[config.mk]
export PLATFORM = sky130hd
export DESIGN_NAME = param_cu
export DESIGN_NICKNAME = d
export VERILOG_FILES = /design/src/rtl/param_cu.sv
export SDC_FILE = /design/constraint.sdc
export NUM_CORES = 1
export LEC_CHECK = 0
export ABC_AREA = 1
export ABC_CLOCK_PERIOD_IN_PS = 2300
export CAP_MARGIN = 10
export CORE_ASPECT_RATIO = 0.8
export CORE_MARGIN = 5
export CORE_UTILIZATION = 35
export DETAILED_ROUTE_END_ITERATION = 16
export GPL_ROUTABILITY_DRIVEN = 0
export HOLD_SLACK_MARGIN = 0.1
export SLEW_MARGIN = 20
export SYNTH_ARGS = -nofsm -noshare
export SYNTH_HDL_FRONTEND = slang
export SYNTH_SLANG_ARGS = --single-unit
[constraint.sdc]
create_clock -name CLK -period 2.3 [get_ports CLK]
set_input_delay 0.23 -clock CLK [delete_from_list [all_inputs] [get_ports CLK]]
set_output_delay 0.23 -clock CLK [all_outputs]
set_load 0.05 [all_outputs]
[src/rtl/param_cu.sv]
// param_cu: operand-resolving control unit driving an external ALU over req/done.
// Define PARAM_CU_RETIRE_CNT_EN to add the RETIRED writeback counter output.
module param_cu #(
    parameter int DATA_W    = 16,
    parameter int NUM_REGS  = 8,
    parameter int NUM_OPNDS = 4,
    parameter int OPND_W    = 8,
    parameter int OPC_W     = 9,
    parameter int TIMEOUT   = 255,
    localparam int RIDX_W   = $clog2(NUM_REGS),
    localparam int INSTR_W  = OPC_W + NUM_OPNDS*(1+OPND_W) + RIDX_W
) (
    input  logic                          CLK,
    input  logic                          RST_N,
    input  logic                          INSTR_VALID,
    output logic                          INSTR_READY,
    input  logic [INSTR_W-1:0]            INSTRUCTION,
    output logic                          ALU_REQ,
    output logic [OPC_W-1:0]              ALU_OPCODES,
    output logic [NUM_OPNDS*OPND_W-1:0]   ALU_OPRANDS,
    input  logic                          ALU_DONE,
    input  logic [DATA_W-1:0]             ALU_OUT,
    output logic [NUM_REGS*DATA_W-1:0]    REGISTER_OUTPUT_DATA_BUS,
    output logic                          BUSY,
    input  logic                          ERR_CLR,
`ifdef PARAM_CU_RETIRE_CNT_EN
    output logic [15:0]                   RETIRED,
`endif
    output logic [1:0]                    ERR
);

    localparam int FLD_W = 1 + OPND_W;
    localparam int CNT_W = $clog2(TIMEOUT + 1);

    typedef enum logic [1:0] {S_IDLE, S_FETCH, S_EXEC} state_t;

    state_t                        state_q, state_d;
    logic [INSTR_W-1:0]            instr_q, instr_d;
    logic [OPC_W-1:0]              opc_q, opc_d;
    logic [NUM_OPNDS*OPND_W-1:0]   opr_q, opr_d;
    logic                          req_q, req_d;
    logic [CNT_W-1:0]              cnt_q, cnt_d;
    logic [DATA_W-1:0]             regs_q [NUM_REGS];
    logic [DATA_W-1:0]             regs_d [NUM_REGS];
    logic [1:0]                    err_q, err_d, err_set;
`ifdef PARAM_CU_RETIRE_CNT_EN
    logic [15:0]                   retired_q, retired_d;
`endif

    always_comb begin
        state_d = state_q;
        instr_d = instr_q;
        opc_d   = opc_q;
        opr_d   = opr_q;
        req_d   = req_q;
        cnt_d   = cnt_q;
        regs_d  = regs_q;
        err_set = '0;
`ifdef PARAM_CU_RETIRE_CNT_EN
        retired_d = retired_q;
`endif
        unique case (state_q)
            S_IDLE: begin
                if (INSTR_VALID) begin
                    instr_d = INSTRUCTION;
                    state_d = S_FETCH;
                end
            end
            S_FETCH: begin
                for (int k = 0; k < NUM_OPNDS; k++) begin
                    logic [FLD_W-1:0]  fld;
                    logic [OPND_W-1:0] val;
                    logic [OPND_W-1:0] opnd;
                    fld  = instr_q[RIDX_W + (NUM_OPNDS-1-k)*FLD_W +: FLD_W];
                    val  = fld[OPND_W-1:0];
                    opnd = val;
                    if (fld[OPND_W]) begin
                        // out-of-range sources read as zero and flag
                        if ((val >> RIDX_W) == '0) begin
                            opnd = regs_q[val[RIDX_W-1:0]][OPND_W-1:0];
                        end else begin
                            opnd       = '0;
                            err_set[0] = 1'b1;
                        end
                    end
                    opr_d[(NUM_OPNDS-1-k)*OPND_W +: OPND_W] = opnd;
                end
                opc_d   = instr_q[INSTR_W-1 -: OPC_W];
                cnt_d   = '0;
                req_d   = 1'b1;
                state_d = S_EXEC;
            end
            S_EXEC: begin
                if (ALU_DONE) begin
                    regs_d[instr_q[RIDX_W-1:0]] = ALU_OUT;
                    req_d   = 1'b0;
                    state_d = S_IDLE;
`ifdef PARAM_CU_RETIRE_CNT_EN
                    retired_d = retired_q + 16'd1;
`endif
                end else if (cnt_q == CNT_W'(TIMEOUT - 1)) begin
                    err_set[1] = 1'b1;
                    req_d      = 1'b0;
                    state_d    = S_IDLE;
                end else begin
                    cnt_d = cnt_q + 1'b1;
                end
            end
            default: begin
                req_d   = 1'b0;
                state_d = S_IDLE;
            end
        endcase
        err_d = (ERR_CLR ? 2'b00 : err_q) | err_set;
    end

    always_ff @(posedge CLK or negedge RST_N) begin
        if (!RST_N) begin
            state_q <= S_IDLE;
            instr_q <= '0;
            opc_q   <= '0;
            opr_q   <= '0;
            req_q   <= 1'b0;
            cnt_q   <= '0;
            err_q   <= '0;
            for (int i = 0; i < NUM_REGS; i++) regs_q[i] <= '0;
`ifdef PARAM_CU_RETIRE_CNT_EN
            retired_q <= '0;
`endif
        end else begin
            state_q <= state_d;
            instr_q <= instr_d;
            opc_q   <= opc_d;
            opr_q   <= opr_d;
            req_q   <= req_d;
            cnt_q   <= cnt_d;
            err_q   <= err_d;
            for (int i = 0; i < NUM_REGS; i++) regs_q[i] <= regs_d[i];
`ifdef PARAM_CU_RETIRE_CNT_EN
            retired_q <= retired_d;
`endif
        end
    end

    for (genvar i = 0; i < NUM_REGS; i++) begin : g_bus
        assign REGISTER_OUTPUT_DATA_BUS[i*DATA_W +: DATA_W] = regs_q[i];
    end

    assign INSTR_READY = (state_q == S_IDLE);
    assign BUSY        = (state_q != S_IDLE);
    assign ALU_REQ     = req_q;
    assign ALU_OPCODES = opc_q;
    assign ALU_OPRANDS = opr_q;
    assign ERR         = err_q;
`ifdef PARAM_CU_RETIRE_CNT_EN
    assign RETIRED     = retired_q;
`endif

endmodule

==> out/results.tsv, run 1 <==
stage	metric	value	unit
status	status	finished, final reports clean	
setup_path	Worst EP required	2.07	ns
routing	routed length per instance	19.1	µm
routing	DRC	0	
synthesis	Synth top area share	0.504	
setup_path	crit path launch type	flip-flop	
floorplanning	Die Span Y	172	µm
power	worst vdd ir	0.783	mV
floorplanning	Die Span X	212	µm
power	PwrDens	1810	mW/mm²
clock_network	clk root buf	clkbuf_16	
grt	largest net degree at the start of global routing	62	
grt	first-pass GRT wire length	63.9	mm
setup_path	critical path cell sequence	nor2_1 -> inv_1 -> clkdlybuf4s50_1	
setup_path	max incr delay on CP	0.71	ns
floorplanning	die area	0.0363	mm²
job	max cap viols	0	
sta	RSZ-0062 raised after global routing	false	
placement	Final HPWL DP	30.1	mm
sta	Final TNS setup	0	ns
floorplanning	IO Count	243	
clock_network	clk buf depth	3	
synthesis	syn_nets	1558	
sta	Worst Tran Pin Value	0.812	ns
clock_network	CTS tree	done	
synthesis	asr flop ratio synth	1.00	
power	Static Leakage	0.00680	µW
sta	Max Slew Vio Count	0	
sta	Slew HR	0.455	
routing	Post-DRT Antenna Nets	0	
sta	post-route minimum period	2.20	ns
grt	vias in the first global route	10700	
synthesis	register area share after synthesis	0.504	
setup_path	CP Max Fanout	3	
synthesis	Synth area leaders	dfrtp_1 50%, nand2_1 15%, nand3_1 9.6%, a21oi_1 4.7%, o21ai_0 4.6%	
clock_network	CTS Buf Count	26	
setup_path	Crit-path slowest cell	clkdlybuf4s50_1	
setup_path	setup slack, reg-to-reg	0.44	ns
cells_and_area	share of layout cells above drive strength 1	0.0718	
synthesis	syn avg cell area	7.67	µm²
setup_path	WP buf/inv	2	
clock_network	H-tree levels	1	
setup_path	delay-heaviest family, CP	buffers and inverters	
sta	Fmax	0.455	GHz
setup_path	critical path type	flip-flop to primary output	
synthesis	commonest cells in the netlist	454 x nand2_1, 230 x dfrtp_1, 220 x nand3_1	
routing	Starting DRT DRC Count	1259	
sta	Clock Skews	0.0150	ns
floorplanning	core area	0.0323	mm²
routing	DRT Pass-1 Iters	6	
sta	Hold Fails Final Rpt	0	
floorplanning	initial core utilization	0.353	
clock_network	Skew-Pair Late Insertion Delay	0.55	ns
cells_and_area	Net count, final	1784	
floorplanning	row count	59	
setup_path	Crit. End Element	primary output	
synthesis	Gate Count Post-Synth	1487	
sta	Setup Viol. Count Final	0	
routing	DRT Wirelength	41.2	mm
synthesis	Mapped Area	0.0114	mm²
sta	fin crit share	0.956	
clock_network	CTS Sinks	230	
routing	Via Count	11000	
placement	input/output buffers	242	
synthesis	Distinct cells, synth	27	
grt	initial antenna violation count	0	
synthesis	Yosys warning total	0	
synthesis	largest area contributor in the netlist	dfrtp_1	
setup_path	origin of the critical flop-to-flop path	instr_q[11]	
cells_and_area	Area growth, synth to finish	32.7	%
synthesis	Post-synth EDFFs	0	
setup_path	Reg-to-Reg End	ALU_OPRANDS[5]	
setup_path	CP arrival	1.97	ns
synthesis	ys flop type	dfrtp_1	
synthesis	top-count cell post-synth	nand2_1	
power	total power	27500	µW
setup_path	Worst Reg-to-Reg Cells	4	
grt	grt total ovfl	0	
clock_network	Clock Pin Slew Worst Setup and Hold Paths	0.06	ns
synthesis	Yosys reg bits	230	
routing	vias per cell	5.10	
grt	Total GRT Usage	0.225	
worst_hold_path	worst hold path type	input pin to async pin	
report_power, final:
group / internal (µW) / total [µW] / leakage, µW / switching (µW)
Sequential: 5910 / 7290 / 0.00277 / 1380
Clock: 2400 / 4100 / 0.000404 / 1700
Combinational: 4910 / 16100 / 0.00363 / 11200
metrics by stage:
stage	hold slack [ns]	cells	setup WS, ns	util	area (µm²)
2_1_floorplan	-0.0656	1487	0.287	-	11400
3_3_place_gp	0.208	2111	0.514	0.443	14300
3_5_place_dp	0.213	2111	0.452	0.443	14300
4_1_cts	0.210	2153	0.0634	0.468	15100
5_1_grt	0.221	2153	0.00317	0.468	15100
6_report	0.221	2154	0.102	0.469	15100
state kept, by name, summed over array words and instances, names as in the netlist:
name,flops
ALU_OPCODES,9
ALU_REQ,1
ALU_OPRANDS,32
instr_q,48
cnt_q,8
ERR,2
REGISTER_OUTPUT_DATA_BUS,128
state_q,2
cells in the final DEF (no fill, tap or decap), types with 3 or more instances in the layout:
cell / instances
buf_12: 4
nand3b_1: 4
nand3_1: 220
nor2_1: 119
clkinv_1: 5
nand4_1: 7
clkbuf_8: 4
o21ai_0: 105
a21oi_2: 24
nand2_1: 453
o211ai_1: 4
clkbuf_1: 3
dfrtp_1: 230
inv_1: 96
nor2_4: 8
clkbuf_16: 26
a21oi_1: 107
clkdlybuf4s50_1: 240
buf_4: 42
clkinv_2: 4
nand2_2: 3
per-layer routing:
metal  up-vias  global-route usage  routed length (µm)
li1       5245                   -                   -
met1      5237               0.314               17900
met2       417               0.352               18700
met3        86              0.0565                3480
met4         0              0.0580                1120
met5         -                   0                   0
worst register-to-register path, stage by stage (launching register included):
cell and delay [ns]:
dfrtp_1 0.48, inv_1 0.20, nor2_1 0.57, nand3_1 0.35, a21oi_1 0.20
worst max path at each step:
stage	cells past startpoint	startpoint	slack, ns	end
after global routing	3	state_q[0]	0.003	BUSY
after detailed placement	7	ALU_DONE	0.45	REGISTER_OUTPUT_DATA_BUS[47]
after floorplan	5	state_q[0]	0.29	instr_q[12]
after CTS	3	state_q[0]	0.06	BUSY
final	3	state_q[0]	0.10	BUSY
after global placement	8	ALU_DONE	0.51	REGISTER_OUTPUT_DATA_BUS[93]
kinds of logic after synthesis:
family	Yosys count	synth area share
adders and majority gates	2	0.00219
buffers and inverters	194	0.0737
AOI/OAI and AO/OA	242	0.115
DFF	230	0.504
xor gates and xnor gates	3	0.00230
and+or+nand+nor	816	0.302
area by class of cell:
class,instances,area (µm²)
fillers,3161,17200
flip-flops and latches,230,5760
multi-input cells,1063,4820
repair buffers,289,2830
clock buffers,33,717
well taps,427,534
inverters,103,387
clock inverters,8,104
diodes,1,2.50
timing repair:
| action | 4_1_cts | 5_1_grt |
|---|---|---|
| endpoints found under the hold margin | 165 | 0 |
| gates resized for setup | 1 | 0 |
| endpoints found under the setup margin | 1 | 0 |
| hold buffers | 1 | 0 |
| buffers inserted | 0 | 0 |
(Power assumes the default switching activity.)
==> run 2, diff against run 1 <==
- ABC_AREA: 1 -> default
==> run 2 against run 1 <==
Compared with the run above: count of clock-buffer cells in the layout did not move; clock skew fell by 0.0047 ns; power fell by 2.4%; routed wire length fell by 16%; critical path type unchanged; global-route usage fell by 3.0 points; via count fell by 29%; register-to-register slack got worse by 0.09 ns; final cell count fell by 32%; non-clock buffer count fell by 13; die area fell by 3.8%; clock power rose by 5.4%; synthesized area fell by 4.0%; largest cell class unchanged.
==> out/results.tsv, run 2 <==
stage	metric	value	unit
clock_network	clk buf depth	3	
synthesis	Yosys reg bits	230	
power	worst vdd ir	0.970	mV
grt	initial antenna violation count	1	
setup_path	critical path type	flip-flop to primary output	
synthesis	register area share after synthesis	0.525	
routing	routed length per instance	23.8	µm
setup_path	CP arrival	1.92	ns
sta	RSZ-0062 raised after global routing	false	
sta	post-route minimum period	2.15	ns
power	total power	26800	µW
routing	Via Count	7778	
synthesis	syn avg cell area	14.4	µm²
sta	Hold Fails Final Rpt	0	
floorplanning	IO Count	243	
clock_network	Setup Buffers After CTS	0	
setup_path	origin of the critical flop-to-flop path	instr_q[7]	
sta	Setup Viol. Count Final	0	
synthesis	asr flop ratio synth	1.00	
worst_hold_path	worst hold path type	input pin to async pin	
synthesis	Post-synth EDFFs	0	
synthesis	largest area contributor in the netlist	dfrtp_1	
grt	vias in the first global route	7976	
sta	Slew HR	0.428	
clock_network	CTS Buf Count	25	
floorplanning	core area	0.0311	mm²
setup_path	crit path launch type	flip-flop	
clock_network	Clock Pin Slew Worst Setup and Hold Paths	0.06	ns
routing	Post-DRT Antenna Nets	0	
setup_path	Crit. End Element	primary output	
clock_network	clk root buf	clkbuf_16	
synthesis	Synth area leaders	dfrtp_1 53%, mux2_2 17%, mux4_2 13%, mux2i_1 2.3%, mux2_4 1.4%	
synthesis	Gate Count Post-Synth	763	
synthesis	Synth top area share	0.525	
sta	Worst Tran Pin Value	0.858	ns
sta	Max Slew Vio Count	0	
setup_path	max incr delay on CP	0.87	ns
cells_and_area	Area growth, synth to finish	36.3	%
grt	Total GRT Usage	0.194	
grt	largest net degree at the start of global routing	72	
routing	DRT Pass-1 Iters	5	
power	PwrDens	1800	mW/mm²
floorplanning	Die Span Y	168	µm
grt	grt total ovfl	0	
setup_path	delay-heaviest family, CP	buffers and inverters	
cells_and_area	most common cell after layout, fill and taps aside	clkdlybuf4s50_1	
sta	Fmax	0.465	GHz
sta	Final TNS setup	0	ns
setup_path	critical path cell sequence	clkdlybuf4s50_1	
placement	Final HPWL DP	25.2	mm
cells_and_area	Largest register FFs	128	
floorplanning	row count	58	
setup_path	Worst Reg-to-Reg Cells	4	
synthesis	syn_nets	834	
floorplanning	initial core utilization	0.352	
synthesis	Yosys warning total	0	
job	max cap viols	0	
setup_path	Crit-path slowest cell	clkdlybuf4s50_1	
floorplanning	Die Span X	208	µm
cells_and_area	Net count, final	1088	
synthesis	ys flop type	dfrtp_1	
clock_network	H-tree levels	1	
clock_network	CTS tree	done	
placement	input/output buffers	242	
setup_path	Worst EP required	2.07	ns
synthesis	commonest cells in the netlist	230 x dfrtp_1, 163 x mux2_2, 64 x mux4_2	
synthesis	Mapped Area	0.0110	mm²
sta	fin crit share	0.935	
synthesis	Distinct cells, synth	49	
routing	Starting DRT DRC Count	418	
synthesis	top-count cell post-synth	dfrtp_1	
grt	first-pass GRT wire length	52.6	mm
setup_path	WP depth	1	
routing	DRC	0	
clock_network	CTS Sinks	230	
floorplanning	die area	0.0350	mm²
routing	vias per cell	5.34	
setup_path	WP buf/inv	1	
status	status	finished, final reports clean	
cells_and_area	share of layout cells above drive strength 1	0.314	
setup_path	crit path from	REGISTER_OUTPUT_DATA_BUS[66]	
setup_path	CP Max Fanout	6	
routing	DRT Wirelength	34.7	mm
cells_and_area	most frequent cells in the layout	239 x clkdlybuf4s50_1, 230 x dfrtp_1, 163 x mux2_2	
clock_network	Skew-Pair Late Insertion Delay	0.53	ns
power	Static Leakage	0.00632	µW
sta	Clock Skews	0.0103	ns
sta	WHS	0.248	ns
[run 2: changes by cell type in the layout (fill, tap and decap cells not counted), moves of 24 or more]
| cell | delta |
|---|---|
| a21oi_2 | -24 |
| mux2i_1 | +25 |
| nor2_1 | -86 |
| nand3_1 | -211 |
| mux2_2 | +163 |
| o21ai_0 | -82 |
| a21oi_1 | -81 |
| mux4_2 | +64 |
| nand2_1 | -417 |
| inv_1 | -90 |
[run 2: logic make-up after synthesis]
| logic type | count (synthesis) | share of synthesized area |
|---|---|---|
| buf+inv | 56 | 0.0264 |
| flops | 230 | 0.525 |
| fa+ha+maj | 2 | 0.00228 |
| compound gates | 87 | 0.0462 |
| simple gates | 125 | 0.0634 |
| mux | 262 | 0.336 |
| xor+xnor | 1 | 0.000800 |
[run 2: repair_timing]
action / in CTS / in global routing
endpoints found under the setup margin: 1 / 0
hold buffers: 1 / 0
endpoints found under the hold margin: 66 / 0
resized for setup: 1 / 0
[run 2: final timing paths]
kind	to	slack, ns
worst min-delay path	REGISTER_OUTPUT_DATA_BUS[10]	0.25
min in group CLK	instr_q[20]	0.26
max in group asynchronous	instr_q[40]	1.27
worst max register to register	ALU_OPRANDS[7]	0.35
worst min register to register	ALU_OPCODES[5]	0.46
worst max-delay path	REGISTER_OUTPUT_DATA_BUS[66]	0.15
[run 2: report_power, final]
part | switching (µW) | internal (µW) | leakage [µW]
clock network | 1660 | 2650 | 0.000426
logic | 8380 | 6040 | 0.00301
registers | 2220 | 5860 | 0.00288
total | 12300 | 14600 | 0.00632
[run 2: per-layer routing]
layer | up-vias | routed length (µm) | global-route usage
met5 | - | 0 | 0
met3 | 43 | 2260 | 0.0449
met2 | 278 | 15800 | 0.296
met1 | 4056 | 15800 | 0.285
met4 | 0 | 793 | 0.0442
li1 | 3401 | - | -
[run 2: area by class of cell]
cell class | instances | area [µm²]
inverters | 7 | 26.3
fillers | 2751 | 16200
flip-flops and latches | 230 | 5760
multi-input cells | 477 | 4930
diodes | 1 | 2.50
well taps | 420 | 526
clock inverters | 12 | 190
repair buffers | 276 | 2820
clock buffers | 33 | 686
[run 2: per-stage QoR]
| stage | cells | worst slack [ns] | cell area, µm² | utilization |
|---|---|---|---|---|
| after floorplan | 763 | 0.104 | 11000 | - |
| after global placement | 1409 | 0.246 | 14000 | 0.451 |
| after detailed placement | 1409 | 0.218 | 14000 | 0.451 |
| after CTS | 1455 | 0.150 | 14900 | 0.480 |
| after global routing | 1456 | 0.108 | 14900 | 0.480 |
| final | 1456 | 0.150 | 14900 | 0.480 |
==> run 3, diff against run 2 <==
--- a/constraint.sdc
+++ b/constraint.sdc
@@ -3,2 +3,2 @@
 set_output_delay 0.23 -clock CLK [all_outputs]
-set_load 0.05 [all_outputs]
+set_load 0.005 [all_outputs]
==> run 3 against run 2 <==
Compared with the run above: global-route usage is 0.14 points lower; power is 20% lower; fmax is 2.0% lower; sequential cell count stayed put; sequential power hardly changed; count of clock-buffer cells in the layout is 4 higher; first-iteration DRC count is 3.6% higher; worst hold slack better by 0.020 ns; final cell count is 0.21% lower.
==> out/results.tsv, run 3 (same netlist as run 2, synthesis figures left out) <==
stage	metric	value	unit
status	status	finished, final reports clean	
floorplanning	Die Span X	208	µm
setup_path	critical path type	flip-flop to primary output	
sta	Final TNS setup	0	ns
cells_and_area	most frequent cells in the layout	241 x clkdlybuf4s50_1, 230 x dfrtp_1, 163 x mux2_2	
placement	Final HPWL DP	25.1	mm
sta	Fmax	0.456	GHz
routing	DRT Wirelength	34.4	mm
setup_path	max incr delay on CP	0.52	ns
clock_network	# resized after CTS	0	
cells_and_area	final core occ	0.476	
clock_network	CTS Buf Count	25	
power	Static Leakage	0.00627	µW
routing	routed length per instance	23.7	µm
setup_path	CP Max Fanout	7	
routing	vias per cell	5.26	
cells_and_area	most common cell after layout, fill and taps aside	clkdlybuf4s50_1	
clock_network	CTS Sinks	230	
grt	initial antenna violation count	1	
floorplanning	row count	58	
setup_path	critical path cell sequence	or2_2 -> inv_1 -> clkdlybuf4s50_1	
sta	Slew HR	0.437	
sta	Max Slew Vio Count	0	
floorplanning	initial core utilization	0.352	
cells_and_area	number of fill cells	2756	
cells_and_area	Net count, final	1088	
sta	Worst Tran Pin Value	0.844	ns
power	total power	21500	µW
sta	WHS	0.269	ns
routing	DRC	0	
power	PwrDens	1450	mW/mm²
worst_hold_path	worst hold path type	input pin to async pin	
power	worst vdd ir	0.621	mV
sta	post-route minimum period	2.19	ns
routing	Starting DRT DRC Count	433	
routing	DRT Pass-1 Iters	5	
setup_path	crit path launch type	flip-flop	
sta	fin crit share	0.954	
cells_and_area	share of layout cells above drive strength 1	0.311	
sta	Hold Fails Final Rpt	0	
sta	RSZ-0062 raised after global routing	false	
clock_network	CTS tree	done	
cells_and_area	multi-input combinational cell area	0.00493	mm²
routing	Post-DRT Antenna Nets	0	
cells_and_area	register area	0.00576	mm²
grt	vias in the first global route	7918	
cells_and_area	Largest register FFs	128	
grt	Total GRT Usage	0.193	
job	max cap viols	0	
setup_path	Crit-path slowest cell	dfrtp_1	
sta	Setup Viol. Count Final	0	
clock_network	Clock Pin Slew Worst Setup and Hold Paths	0.06	ns
clock_network	Skew-Pair Late Insertion Delay	0.53	ns
cells_and_area	Area growth, synth to finish	35.3	%
sta	Clock Skews	0.0105	ns
clock_network	H-tree levels	1	
clock_network	clk root buf	clkbuf_16	
floorplanning	die area	0.0350	mm²
clock_network	clk buf depth	3	
setup_path	CP arrival	1.96	ns
grt	largest net degree at the start of global routing	72	
grt	first-pass GRT wire length	52.1	mm
floorplanning	Die Span Y	168	µm
grt	grt total ovfl	0	
setup_path	WP buf/inv	2	
setup_path	Worst EP required	2.07	ns
floorplanning	IO Count	243	
floorplanning	core area	0.0311	mm²
routing	Via Count	7641	
placement	input/output buffers	242	
setup_path	delay-heaviest family, CP	buffers and inverters	
setup_path	Crit. End Element	primary output	
## run 3: cell types whose count changed in the layout (fill, tap and decap cells not counted)
cell             change
clkbuf_8             +4
dlygate4sd2_1        -1
clkinvlp_4           -2
clkdlybuf4s50_1      +2
buf_4                -1
bufinv_16            -5
## run 3: path summary, 6_finish.rpt
path / from / endpoint / slack (ns) / cells past startpoint
setup reg to reg: instr_q[4] / ALU_OPRANDS[5] / 0.36 / 4
min in group CLK: INSTRUCTION[20] / instr_q[20] / 0.28 / 3
setup / recovery: state_q[1] / INSTR_READY / 0.11 / 3
hold reg to reg: instr_q[39] / ALU_OPCODES[0] / 0.46 / 2
max in group asynchronous: RST_N / ALU_OPCODES[2] / 1.25 / 3
hold / removal: RST_N / REGISTER_OUTPUT_DATA_BUS[77] / 0.27 / 2
## run 3: timing repair
action                                 4_1_cts  5_1_grt
buffers inserted                             0        0
endpoints found under the hold margin       66        0
hold buffers                                 1        0
## run 3: area by class of cell
type / instances / share of cell area
clock inverters: 5 / 0.00169
diodes: 1 / 0.000169
clock buffers: 37 / 0.0500
well taps: 420 / 0.0354
repair buffers: 276 / 0.190
multi-input cells: 477 / 0.332
inverters: 7 / 0.00177
flip-flops and latches: 230 / 0.388
## run 3: per-stage QoR
stage          area (µm²)  worst slack [ns]  cells
6_report            14800             0.107   1453
5_1_grt             14800            0.0487   1453
4_1_cts             14800            0.0886   1452
3_5_place_dp        14000             0.236   1409
3_3_place_gp        14000             0.241   1409
2_1_floorplan       11000             0.591    763
## run 3: worst reg2reg max path: cells and delay by family, from the launching register on
| kind | cells | cell delay [ns] |
|---|---|---|
| AO/OA/AOI/OAI | 1 | 0.13 |
| buffers and inverters | 1 | 0.28 |
| multiplexers | 2 | 0.68 |
| flip-flops | 1 | 0.72 |
## run 3: report_power, final
group / total (µW) / switching (µW) / leakage [µW] / internal (µW)
clock: 3810 / 1610 / 0.000384 / 2200
sequential: 8070 / 2210 / 0.00288 / 5870
combinational: 9630 / 3580 / 0.00301 / 6050
## run 3: per-layer routing
layer  part of all wire  routed length [µm]  track usage
met1               0.46               15700        0.281
met5                  0                   0            0
met4              0.021                 722       0.0383
met2               0.45               15600        0.294
met3              0.069                2370       0.0514
